**config.mk**
```make
export PLATFORM = sky130hd
export DESIGN_NAME = imm_decode_stage
export DESIGN_NICKNAME = d
export VERILOG_FILES = /design/src/rtl/imm_decode_stage.sv
export SDC_FILE = /design/constraint.sdc
export NUM_CORES = 1
export LEC_CHECK = 0
export CORE_MARGIN = 5
export CORE_UTILIZATION = 57
export CTS_BUF_LIST = sky130_fd_sc_hd__clkbuf_8
export DETAILED_ROUTE_END_ITERATION = 8
export GPL_ROUTABILITY_DRIVEN = 0
export GPL_TIMING_DRIVEN = 1
export PLACE_DENSITY = 0.87
export SLEW_MARGIN = 20
export SYNTH_ARGS = -nofsm -noshare
export SYNTH_HDL_FRONTEND = slang
export SYNTH_SLANG_ARGS = --single-unit
```
**constraint.sdc**
```tcl
create_clock -name clk_in -period 4.4 [get_ports clk_in]
set_input_delay 1.32 -clock clk_in [delete_from_list [all_inputs] [get_ports clk_in]]
set_output_delay 1.32 -clock clk_in [all_outputs]
set_load 0.05 [all_outputs]
```
**src/rtl/imm_decode_stage.sv**
```systemverilog
// imm_decode_stage: RV32I immediate decode front-end feeding a 2-entry skid buffer.
// Define CSR_IMM_EN to decode CSRRWI/CSRRSI/CSRRCI zimm as immediate type 110.
module imm_generator (
    input  logic [31:7] instr_in,
    input  logic [2:0]  imm_type_in,
    output logic [31:0] imm_out
);
    always_comb begin
        imm_out = 32'd0;
        case (imm_type_in)
            3'b001:  imm_out = {{20{instr_in[31]}}, instr_in[31:20]};
            3'b010:  imm_out = {{20{instr_in[31]}}, instr_in[31:25], instr_in[11:7]};
            3'b011:  imm_out = {{19{instr_in[31]}}, instr_in[31], instr_in[7], instr_in[30:25], instr_in[11:8], 1'b0};
            3'b100:  imm_out = {instr_in[31:12], 12'd0};
            3'b101:  imm_out = {{11{instr_in[31]}}, instr_in[31], instr_in[19:12], instr_in[20], instr_in[30:21], 1'b0};
            3'b110:  imm_out = {27'd0, instr_in[19:15]};
            default: imm_out = 32'd0;
        endcase
    end
endmodule

module imm_decode_stage #(
    parameter int PC_WIDTH = 32
) (
    input  logic                clk_in,
    input  logic                rst_in,
    input  logic                in_valid_in,
    output logic                in_ready_out,
    input  logic [31:0]         instr_in,
    input  logic [PC_WIDTH-1:0] pc_in,
    input  logic                flush_in,
    output logic                out_valid_out,
    input  logic                out_ready_in,
    output logic [31:0]         instr_out,
    output logic [PC_WIDTH-1:0] pc_out,
    output logic [31:0]         imm_out,
    output logic [2:0]          imm_type_out,
    output logic                illegal_out
);
`ifdef CSR_IMM_EN
    localparam logic CSR_EN = 1'b1;
`else
    localparam logic CSR_EN = 1'b0;
`endif
    typedef enum logic [1:0] {EMPTY, ONE, FULL} state_t;
    typedef struct packed {
        logic [31:0]         instr;
        logic [PC_WIDTH-1:0] pc;
        logic [31:0]         imm;
        logic [2:0]          typ;
        logic                ill;
    } entry_t;
    state_t      state_q, state_d;
    entry_t      head_q, head_d, skid_q, skid_d, new_e;
    logic        in_ready_q, in_ready_d;
    logic [2:0]  dec_type;
    logic        dec_ill;
    logic [31:0] dec_imm;
    logic        accept, pop;
    always_comb begin
        dec_type = 3'b000;
        dec_ill  = 1'b0;
        case (instr_in[6:0])
            7'b0110111, 7'b0010111:            dec_type = 3'b100;
            7'b1101111:                        dec_type = 3'b101;
            7'b1100111, 7'b0000011, 7'b0010011: dec_type = 3'b001;
            7'b0100011:                        dec_type = 3'b010;
            7'b1100011:                        dec_type = 3'b011;
            7'b0110011, 7'b0001111:            dec_type = 3'b000;
            7'b1110011:                        dec_type = (CSR_EN && instr_in[14]) ? 3'b110 : 3'b000;
            default:                           dec_ill  = 1'b1;
        endcase
    end
    imm_generator u_imm (
        .instr_in    (instr_in[31:7]),
        .imm_type_in (dec_type),
        .imm_out     (dec_imm)
    );
    assign new_e  = {instr_in, pc_in, dec_imm, dec_type, dec_ill};
    assign accept = in_valid_in & in_ready_q & ~flush_in;
    assign pop    = out_valid_out & out_ready_in;
    // Flush wins over every other event; a concurrent pop still drains the head.
    always_comb begin
        state_d = state_q;
        head_d  = head_q;
        skid_d  = skid_q;
        if (flush_in) begin
            state_d = EMPTY;
        end else begin
            case (state_q)
                EMPTY: if (accept) begin
                    state_d = ONE;
                    head_d  = new_e;
                end
                ONE: if (accept) begin
                    state_d = pop ? ONE : FULL;
                    head_d  = pop ? new_e : head_q;
                    skid_d  = pop ? skid_q : new_e;
                end else if (pop) begin
                    state_d = EMPTY;
                end
                FULL: if (pop) begin
                    state_d = ONE;
                    head_d  = skid_q;
                end
                default: state_d = EMPTY;
            endcase
        end
        in_ready_d = state_d != FULL;
    end
    always_ff @(posedge clk_in) begin
        if (rst_in) begin
            state_q    <= EMPTY;
            in_ready_q <= 1'b0;
            head_q     <= '0;
            skid_q     <= '0;
        end else begin
            state_q    <= state_d;
            in_ready_q <= in_ready_d;
            head_q     <= head_d;
            skid_q     <= skid_d;
        end
    end
    assign in_ready_out  = in_ready_q;
    assign out_valid_out = state_q != EMPTY;
    assign instr_out     = head_q.instr;
    assign pc_out        = head_q.pc;
    assign imm_out       = head_q.imm;
    assign imm_type_out  = head_q.typ;
    assign illegal_out   = head_q.ill;
endmodule

```
-- Word level (Yosys, flattened, before mapping)
Cells that the tools add are included.
- register bits: 203
- bits of input ports: 69
- logic and storage cells: 64
- equal/unequal tests: 24
- mux-type cells: 15
- bitwise operators: 5
- reductions and logical operators: 8
- operators with widths (cell ; count):
    $mux W100 ; 4
    $pmux W100 S3 ; 1
    $pmux W32 S6 ; 1
    $eq A7 B7 Y1 const B ; 4
    $eq A7 B6 Y1 const B ; 3
    $pmux W3 S5 ; 1
    $eq A7 B5 Y1 const B ; 2
    $mux W2 ; 6
    $reduce_or A11 Y1 ; 1
    $ne A2 B2 Y1 const B ; 5
    $eq A3 B3 Y1 const B ; 3
    $eq A7 B2 Y1 const B ; 1
    $eq A7 B4 Y1 const B ; 1
    $eq A3 B2 Y1 const B ; 2
    $pmux W2 S3 ; 1
    $reduce_and A6 Y1 ; 1
    $reduce_and A4 Y1 ; 1
    $and A1 B1 Y1 ; 3
    $eq A3 B1 Y1 const B ; 1
    $reduce_bool A3 Y1 ; 1
    $reduce_or A3 Y1 ; 1
    $eq A2 B1 Y1 const B ; 1
    $eq A2 B2 Y1 const B ; 1
    $logic_not A2 Y1 ; 1
    other kinds (4) ; 5

-- Longest topological paths before layout
Gate-level depths: netlist of the first run.
- depth after elaboration: 8
- gate-level depth with buffers: 8

-- Cells and area by module
From an unflattened synthesis of the first run, not the netlist that was laid out.
- cell total of the unflattened synthesis: 994
- area, all modules: 8570.7 um^2
- modules (own cells, without submodules) (module ; times used ; cells an instance ; area each (um^2) ; sequential area each (um^2)):
    imm_decode_stage ; 1 ; 920 ; 8125.3 ; 4063.9
    imm_generator ; 1 ; 74 ; 445.4 ; 0.0

-- Worst setup path after synthesis of the first run
No wires, ideal clock.
- path kind: input to register
- start point: input instr_in[1]
- end point: register head_q, in the netlist imm_out[12]
- library setup time: 130 ps
- data arrival time: 2557 ps
- path slack: 1713 ps
- stages: 8
- buffers on the path: 3
- path through: buf_4 > and3b_1 > and3_1 > buf_6 > a41o_2 > buf_6 > a21oi_2 > o22ai_1
- cells in the longest elaborated chain, start to end: 8
- elaborated cells between the ends (all ways): 22
- classes of those cells: 14 x eq/ne; 6 x mux; 2 x reduce/logical
- RTL lines (what ; RTL line ; RTL):
    start, declared ; 29 ; input logic [31:0] instr_in,
    $eq A7 B7 Y1, or another cell as far along ; 63 ; case (instr_in[6:0])
    $reduce_or A3 Y1 / $reduce_or A2 Y1 (equally long branches) ; - ;
    $pmux W3 S5 * ; 63 ;
    $eq A3 B3 Y1, or another cell as far along ; 10 ; case (imm_type_in)
    $pmux W32 S6 * ; 10 ;
    $mux W100 ; 97 ; head_d = pop ? new_e : head_q;
    $mux W100 ; 95 ; ONE: if (accept) begin
    $pmux W100 S3 * ; 90 ; case (state_q)
    end signal, assigned ; 115 ; head_q <= '0;
    end signal, assigned ; 120 ; head_q <= head_d;
    end, declared ; 54 ; entry_t head_q, head_d, skid_q, skid_d, new_e;
Every way passes the cells marked *; elsewhere a longest branch is shown, timed or not. The select of a mux whose other input is x is not followed.
A chain may end at the register's enable or synchronous reset.

-- Worst setup path after layout of the first run
- start point: register state_q[1]
- end point: output out_valid_out
- cells in the longest elaborated chain, start to end: 1
- RTL lines (what ; RTL line ; RTL):
    start, declared ; 53 ; state_t state_q, state_d;
    start signal, assigned ; 118 ; state_q <= state_d;
    $reduce_bool A2 Y1 ; 125 ; assign out_valid_out = state_q != EMPTY;
    end, declared ; 32 ; output logic out_valid_out,
No other way between the ends.

==> results.yml, run 1 <==
worst_setup_path:
  regToRegSetupSlack_ns: 2.10
  cp_cell_sequence: "or2_2 -> clkdlybuf4s50_1"
  cp-start-kind: "flop"
  crit_path_top_delay_cell: "clkdlybuf4s50_1"
  crit_type: "reg2out"
  crit_path_end_kind: "output pin"
  path_max_fanout: 7
  cp_slowest_stage_delay_ns: 0.79
  worst_ep_arrival_time_ns: 1.93
  crit_required_ns: 3.08
pwr:
  cell_internal_pwr_mw: 2.99
  p_comb_share_pct: 11.5
  ir_worst_vdd_mv: 0.248
  leakage_nw: 3.75
  p_per_area_mw_per_mm2: 377
  swShare_pct: 26.0
  p_seq_share_pct: 47.1
  clkPwrFrac_pct: 41.5
  p_sw_mw: 1.05
yosys:
  synth_edf_count: 0
  synth_warnings: 0
  async_flop_share_pct: 0
  syn_avg_cell_area_um2: 8.18
  syn-num-nets: 1108
  synth_area_mm2: 0.00849
  synthFlopType: "dfxtp_1"
  synth_cells: 1039
  synth.top_cell.area_share_pct: 47.8
  synth_area_leaders: "dfxtp_1 48%, nand2_1 13%, a311oi_1 6.9%, a21oi_1 5.5%, nor2_1 5.4%"
  synth-seq-area-share_pct: 47.8
  yosys.area.top_type: "dfxtp_1"
  synth-seq-cells: 203
  synth_cell_types: 59
cts:
  cts_resized: 0
  clock_path_buffers: 3
  cts_setup_buffers: 0
  root_buffer: "clkbuf_8"
  clkSlewWorstSetupHoldPaths_ns: 0.06
  cts_tree: "done"
  htree_levels: 2
  cts_hold_buf: 0
  insertion_delay_ns: 0.52
  cts-buffers-inserted: 34
  cts.sink_count: 203
die:
  num_rows: 44
  die_area_mm2: 0.0174
  dieWidth_um: 132
  io_pins: 171
  start_util_pct: 58.2
  core-area_mm2: 0.0146
  die_y_um: 132
route:
  wl_per_cell_um: 17.0
  m1WireLength_mm: 9.54
  vias: 7997
  antenna_left: 0
  drcViolationCount: 0
  drt_iter0_markers: 836
  highest_layer: "met4"
  drt-total-wl_mm: 23.3
  met3_length_mm: 2.00
  met2WireLength_mm: 11.2
  dr.pass1.iters: 5
  vias_per_cell: 5.86
finish:
  nets: 1225
  ff_latch_area_mm2: 0.00406
  multi_input_area_mm2: 0.00391
  drive_gt1_share_pct: 7.12
  syn_to_final_growth_pct: 26.1
  fillers: 1104
  diodes: 0
global_routing:
  grt_usage_pct: 25.5
  grt_pass1_wl_mm: 37.6
  grt_pass1_vias: 7609
  antenna_found_initial: 0
  gr-total-overflow: 0
  grt_max_degree: 109
timing:
  finalHoldViolCount: 0
  maxSlewHeadroom_pct: 30.3
  min_period_over_period_pct: 74.0
  post-route-min-period_ns: 3.25
  max_freq_ghz: 0.307
  fin_skew_ns: 0.0189
  setup_violations: 0
  drv_slew: 0
  tns_ns: 0
  hold_slack_ns: 0.454
  rsz0062_at_grt: "no"
  tightest_slew_ns: 1.05
run_status:
  outcome: "complete, no violations"
min_path:
  min_path_type: "reg2reg"
placed_design:
  hpwl_mm: 13.9
  numPortBuffers: 170
flow_run:
  drv_cap: 0
==> registers in the layout (all words and copies together), names as in the netlist <==
register      count
illegal_out       1
imm_out          32
imm_type_out      3
in_ready_out      1
instr_out        32
pc_out           32
skid_q          100
state_q           2
==> metal layers <==
layer | GRT usage, % | up-vias
li1 | - | 3844
met1 | 33.3 | 3748
met2 | 41.9 | 366
met3 | 5.46 | 39
met4 | 8.91 | 0
met5 | 0 | -
==> kinds of logic (layout without fill, tap and decap cells) <==
| group | after synthesis | in the layout | synth area share, % |
|---|---|---|---|
| multiplexers | 3 | 3 | 0.501 |
| XOR/XNOR | 1 | 1 | 0.103 |
| AO/OA/AOI/OAI | 260 | 260 | 22.2 |
| AND/OR/NAND/NOR | 470 | 470 | 22.8 |
| buffers and inverters | 102 | 243 | 6.51 |
| flip-flops | 203 | 203 | 47.8 |
==> final cells by class <==
class                      instances  area share (%)
tap                              184            2.15
clock inverter                    20            1.24
clock buffer                      40            5.14
timing repair buffer             179            16.9
multi-input combinational        734            36.5
inverter                           4           0.140
sequential                       203            37.9
==> worst max-delay path, delay by kind of cell (launching register included) <==
family        cells  cell delay (ns)
buf+inv           1             0.79
flops             1             0.47
simple gates      1             0.16
==> path summary, 6_finish.rpt <==
| path | start | to | depth (start not counted) |
|---|---|---|---|
| hold reg to reg | skid_q[48] | skid_q[48] | 2 |
| setup / recovery | state_q[1] | out_valid_out | 2 |
| setup reg to reg | state_q[1] | pc_out[11] | 4 |
| hold / removal | skid_q[48] | skid_q[48] | 2 |
==> power by group through the flow <==
stage	logic, mW	clock network [mW]	registers [mW]
2_1_floorplan	0.152	0	2.07
3_3_place_gp	0.454	0	1.94
3_5_place_dp	0.460	0	1.94
4_1_cts	0.462	1.70	1.90
5_1_grt	0.491	1.78	1.90
6_report	0.463	1.68	1.90
==> cell usage in the layout, fill, tap and decap left out, types with 6 or more instances in the layout <==
| cell type | netlist | routed |
|---|---|---|
| clkdlybuf4s50_1 | 0 | 169 |
| nor3_1 | 14 | 13 |
| a311oi_1 | 67 | 67 |
| inv_1 | 4 | 20 |
| a21oi_2 | 8 | 8 |
| clkbuf_8 | 0 | 40 |
| buf_4 | 5 | 6 |
| a22oi_1 | 8 | 8 |
| nand2_1 | 291 | 291 |
| dfxtp_1 | 203 | 203 |
| and3_1 | 12 | 12 |
| o31ai_1 | 14 | 14 |
| o22ai_1 | 9 | 9 |
| a21oi_1 | 94 | 94 |
| nor2_1 | 123 | 123 |
| a211oi_1 | 21 | 21 |
| a221oi_1 | 10 | 10 |
==> synth_stat cells, drive strengths merged, types with 3 or more instances <==
master,number
o211ai,6
or3,3
buf,49
nor3,14
and3,12
o22ai,9
dfxtp,203
o31ai,15
mux2i,3
nand2,292
nand3b,5
nor2b,4
a221o,4
clkbuf,49
a22oi,8
o21ai,6
inv,4
a221oi,10
a311oi,67
a21oi,102
a211oi,22
nor2,125
==> through the flow <==
stage	instance area (um2)	utilization (%)	instances	power, mW	worst slack, ns
after global placement	10000	68.7	1304	2.39	0.870
after global routing	10700	73.4	1364	4.17	1.08
final	10700	73.4	1364	4.04	1.15
after floorplan	8490	-	1039	2.22	1.71
after CTS	10700	73.4	1364	4.06	1.11
after detailed placement	10000	68.7	1304	2.40	0.761
Note: power is estimated with default switching activity, not from simulation.
==> run 2: changes to the inputs <==
--- a/config.mk
+++ b/config.mk
@@ -6,12 +6,12 @@
 export NUM_CORES = 1
 export LEC_CHECK = 0
 export CORE_MARGIN = 5
-export CORE_UTILIZATION = 57
+export CORE_UTILIZATION = 48
 export CTS_BUF_LIST = sky130_fd_sc_hd__clkbuf_8
 export DETAILED_ROUTE_END_ITERATION = 8
 export GPL_ROUTABILITY_DRIVEN = 0
 export GPL_TIMING_DRIVEN = 1
-export PLACE_DENSITY = 0.87
+export PLACE_DENSITY = 0.78
 export SLEW_MARGIN = 20
 export SYNTH_ARGS = -nofsm -noshare
 export SYNTH_HDL_FRONTEND = slang
==> constraint.sdc (replaced) <==
create_clock -name clk_in -period 2.6 [get_ports clk_in]
set_input_delay 0.78 -clock clk_in [delete_from_list [all_inputs] [get_ports clk_in]]
set_output_delay 0.78 -clock clk_in [all_outputs]
set_load 0.05 [all_outputs]
==> run 2 against run 1 <==
Against the previous run: worst setup slack got worse by 1.1 ns; via count rose by 1.0%; hold slack barely moved; register-to-register slack got worse by 1.5 ns; sequential power rose by 69%; critical path depth fell by 1; wire length rose by 3.9%; first-iteration DRC count fell by 32%; highest routed layer unchanged.
==> results.yml, run 2 (synthesis gave the netlist of run 1 again) <==
finish:
  largest_reg_flops: 100
  diodes: 0
  final_cell_mix: "291 x nand2_1, 203 x dfxtp_1, 167 x clkdlybuf4s50_1"
  drive_gt1_share_pct: 11.9
  nets: 1281
  utilization_pct: 65.3
  syn_to_final_growth_pct: 33.5
  fin_area_mm2: 0.0113
  stdcell_count: 1459
  top_register: "skid_q"
  layout_commonest_cell: "nand2_1"
global_routing:
  gr-total-overflow: 0
  grt_usage_pct: 23.2
  use_met3_pct: 5.76
  use_met2_pct: 36.8
  grt_use_met1_pct: 31.5
  busiest_layer: "met2"
  grt_pass1_wl_mm: 39.1
  grt_pass1_vias: 7755
  grt_max_degree: 66
  antenna_found_initial: 0
timing:
  min_period_over_period_pct: 97.2
  maxSlewHeadroom_pct: 48.8
  fin_skew_ns: 0.0179
  finalHoldViolCount: 0
  rsz0062_at_grt: "no"
  drv_slew: 0
  max_freq_ghz: 0.396
  tightest_slew_ns: 0.766
  timing.final.ws_setup_ns: 0.0725
  post-route-min-period_ns: 2.53
  setup_violations: 0
worst_setup_path:
  reg2reg_depth: 7
  cp-start-kind: "flop"
  crit_start: "imm_out[3]"
  path_buf_inv: 1
  crit_path_end_kind: "output pin"
  crit_required_ns: 1.82
  regToRegSetupSlack_ns: 0.65
  cp_cell_sequence: "clkdlybuf4s50_1"
  timing.rr.end: "imm_out[23]"
  cp_top_family: "buffers and inverters"
  crit_path_top_delay_cell: "clkdlybuf4s50_1"
  worst_ep_arrival_time_ns: 1.75
  crit_type: "reg2out"
  path_max_fanout: 2
  cp_slowest_stage_delay_ns: 0.84
  rr_startpoint: "state_q[0]"
die:
  start_util_pct: 48.9
  die_y_um: 143
  core-area_mm2: 0.0174
  io_pins: 171
  dieWidth_um: 143
  num_rows: 48
  die_area_mm2: 0.0205
placed_design:
  dpl-instance-area_mm2: 0.0106
  numPortBuffers: 170
  placedCellCount: 1400
  pre_cts_ws_ns: -0.133
  hpwl_mm: 15.7
min_path:
  hold_end: "skid_q[47]"
  hold_path_depth: 2
  hp-start: "skid_q[47]"
  min_path_type: "reg2reg"
pwr:
  leakage_nw: 4.05
  cell_internal_pwr_mw: 5.08
  p_comb_share_pct: 12.0
  p_per_area_mw_per_mm2: 609
  ir_worst_vdd_mv: 0.357
  clkPwrFrac_pct: 41.4
  p_seq_share_pct: 46.6
  p_sw_mw: 1.82
  finalPower_mw: 6.90
  swShare_pct: 26.4
route:
  vias: 8077
  drt_iter0_markers: 565
  vias_per_cell: 5.54
  antenna_left: 0
  dr.pass1.iters: 5
  wl_per_cell_um: 16.6
  drt-total-wl_mm: 24.2
  drcViolationCount: 0
cts:
  cts.sink_count: 203
  clkSlewWorstSetupHoldPaths_ns: 0.06
  htree_levels: 2
  cts-buffers-inserted: 35
  insertion_delay_ns: 0.52
  clock_path_buffers: 3
  cts_hold_buf: 0
  cts_setup_buffers: 0
  cts_tree: "done"
  root_buffer: "clkbuf_8"
flow_run:
  drv_cap: 0
run_status:
  outcome: "complete, no violations"
-- run 2: cell count changes in the layout (fill, tap and decap cells not counted) --
cell,before,now
bufinv_16,2,0
clkbuf_8,40,46
dlymetal6s2s_1,0,1
clkinvlp_4,1,2
clkinv_2,1,2
clkdlybuf4s50_1,169,167
inv_1,20,12
buf_12,3,15
buf_4,6,50
inv_6,0,1
-- run 2: how the worst max path moves through the flow --
stage | slack [ns] | cells past startpoint | endpoint
floorplan | 0.45 | 8 | imm_out[12]
global placement | -0.06 | 7 | skid_q[40]
detailed placement | -0.13 | 7 | imm_out[30]
CTS | 0.02 | 1 | in_ready_out
global route | 0.02 | 1 | imm_out[22]
finish | 0.07 | 1 | imm_out[3]
-- run 2: power groups by stage --
| stage | clock network [mW] | logic, mW | registers [mW] |
|---|---|---|---|
| after global placement | 0 | 0.823 | 3.28 |
| after detailed placement | 0 | 0.828 | 3.28 |
| after floorplan | 0 | 0.258 | 3.50 |
| after global routing | 3.07 | 0.880 | 3.23 |
| after CTS | 2.91 | 0.833 | 3.22 |
| final | 2.86 | 0.832 | 3.22 |
-- run 2: layout make-up --
type | instances | area [um2]
Fill cell | 1448 | 6020
Sequential cell | 203 | 4060
Multi-Input combinational cell | 734 | 3910
Timing Repair Buffer | 234 | 2370
Clock buffer | 46 | 633
Tap cell | 225 | 282
Clock inverter | 13 | 63.8
Inverter | 4 | 15.0
-- run 2: repair_timing --
item / 4_1_cts / 5_1_grt
endpoints found under the hold margin: 0 / 0
resized for setup: 0 / 1
endpoints found under the setup margin: 0 / 1
-- run 2: metrics by stage --
| stage | setup TNS [ns] | hold slack (ns) |
|---|---|---|
| after floorplan | 0 | 0.437 |
| after global placement | -3.37 | 0.442 |
| after detailed placement | -5.04 | 0.447 |
| after CTS | 0 | 0.454 |
| after global routing | 0 | 0.469 |
| final | 0 | 0.454 |
-- run 2: per-layer routing --
metal / wire length [um] / share of wire (%) / up-vias
met5: 0 / 0 / -
met4: 414 / 1.7 / 0
met3: 1930 / 8.0 / 40
met2: 11100 / 46 / 297
met1: 10700 / 44 / 3786
li1: - / - / 3954
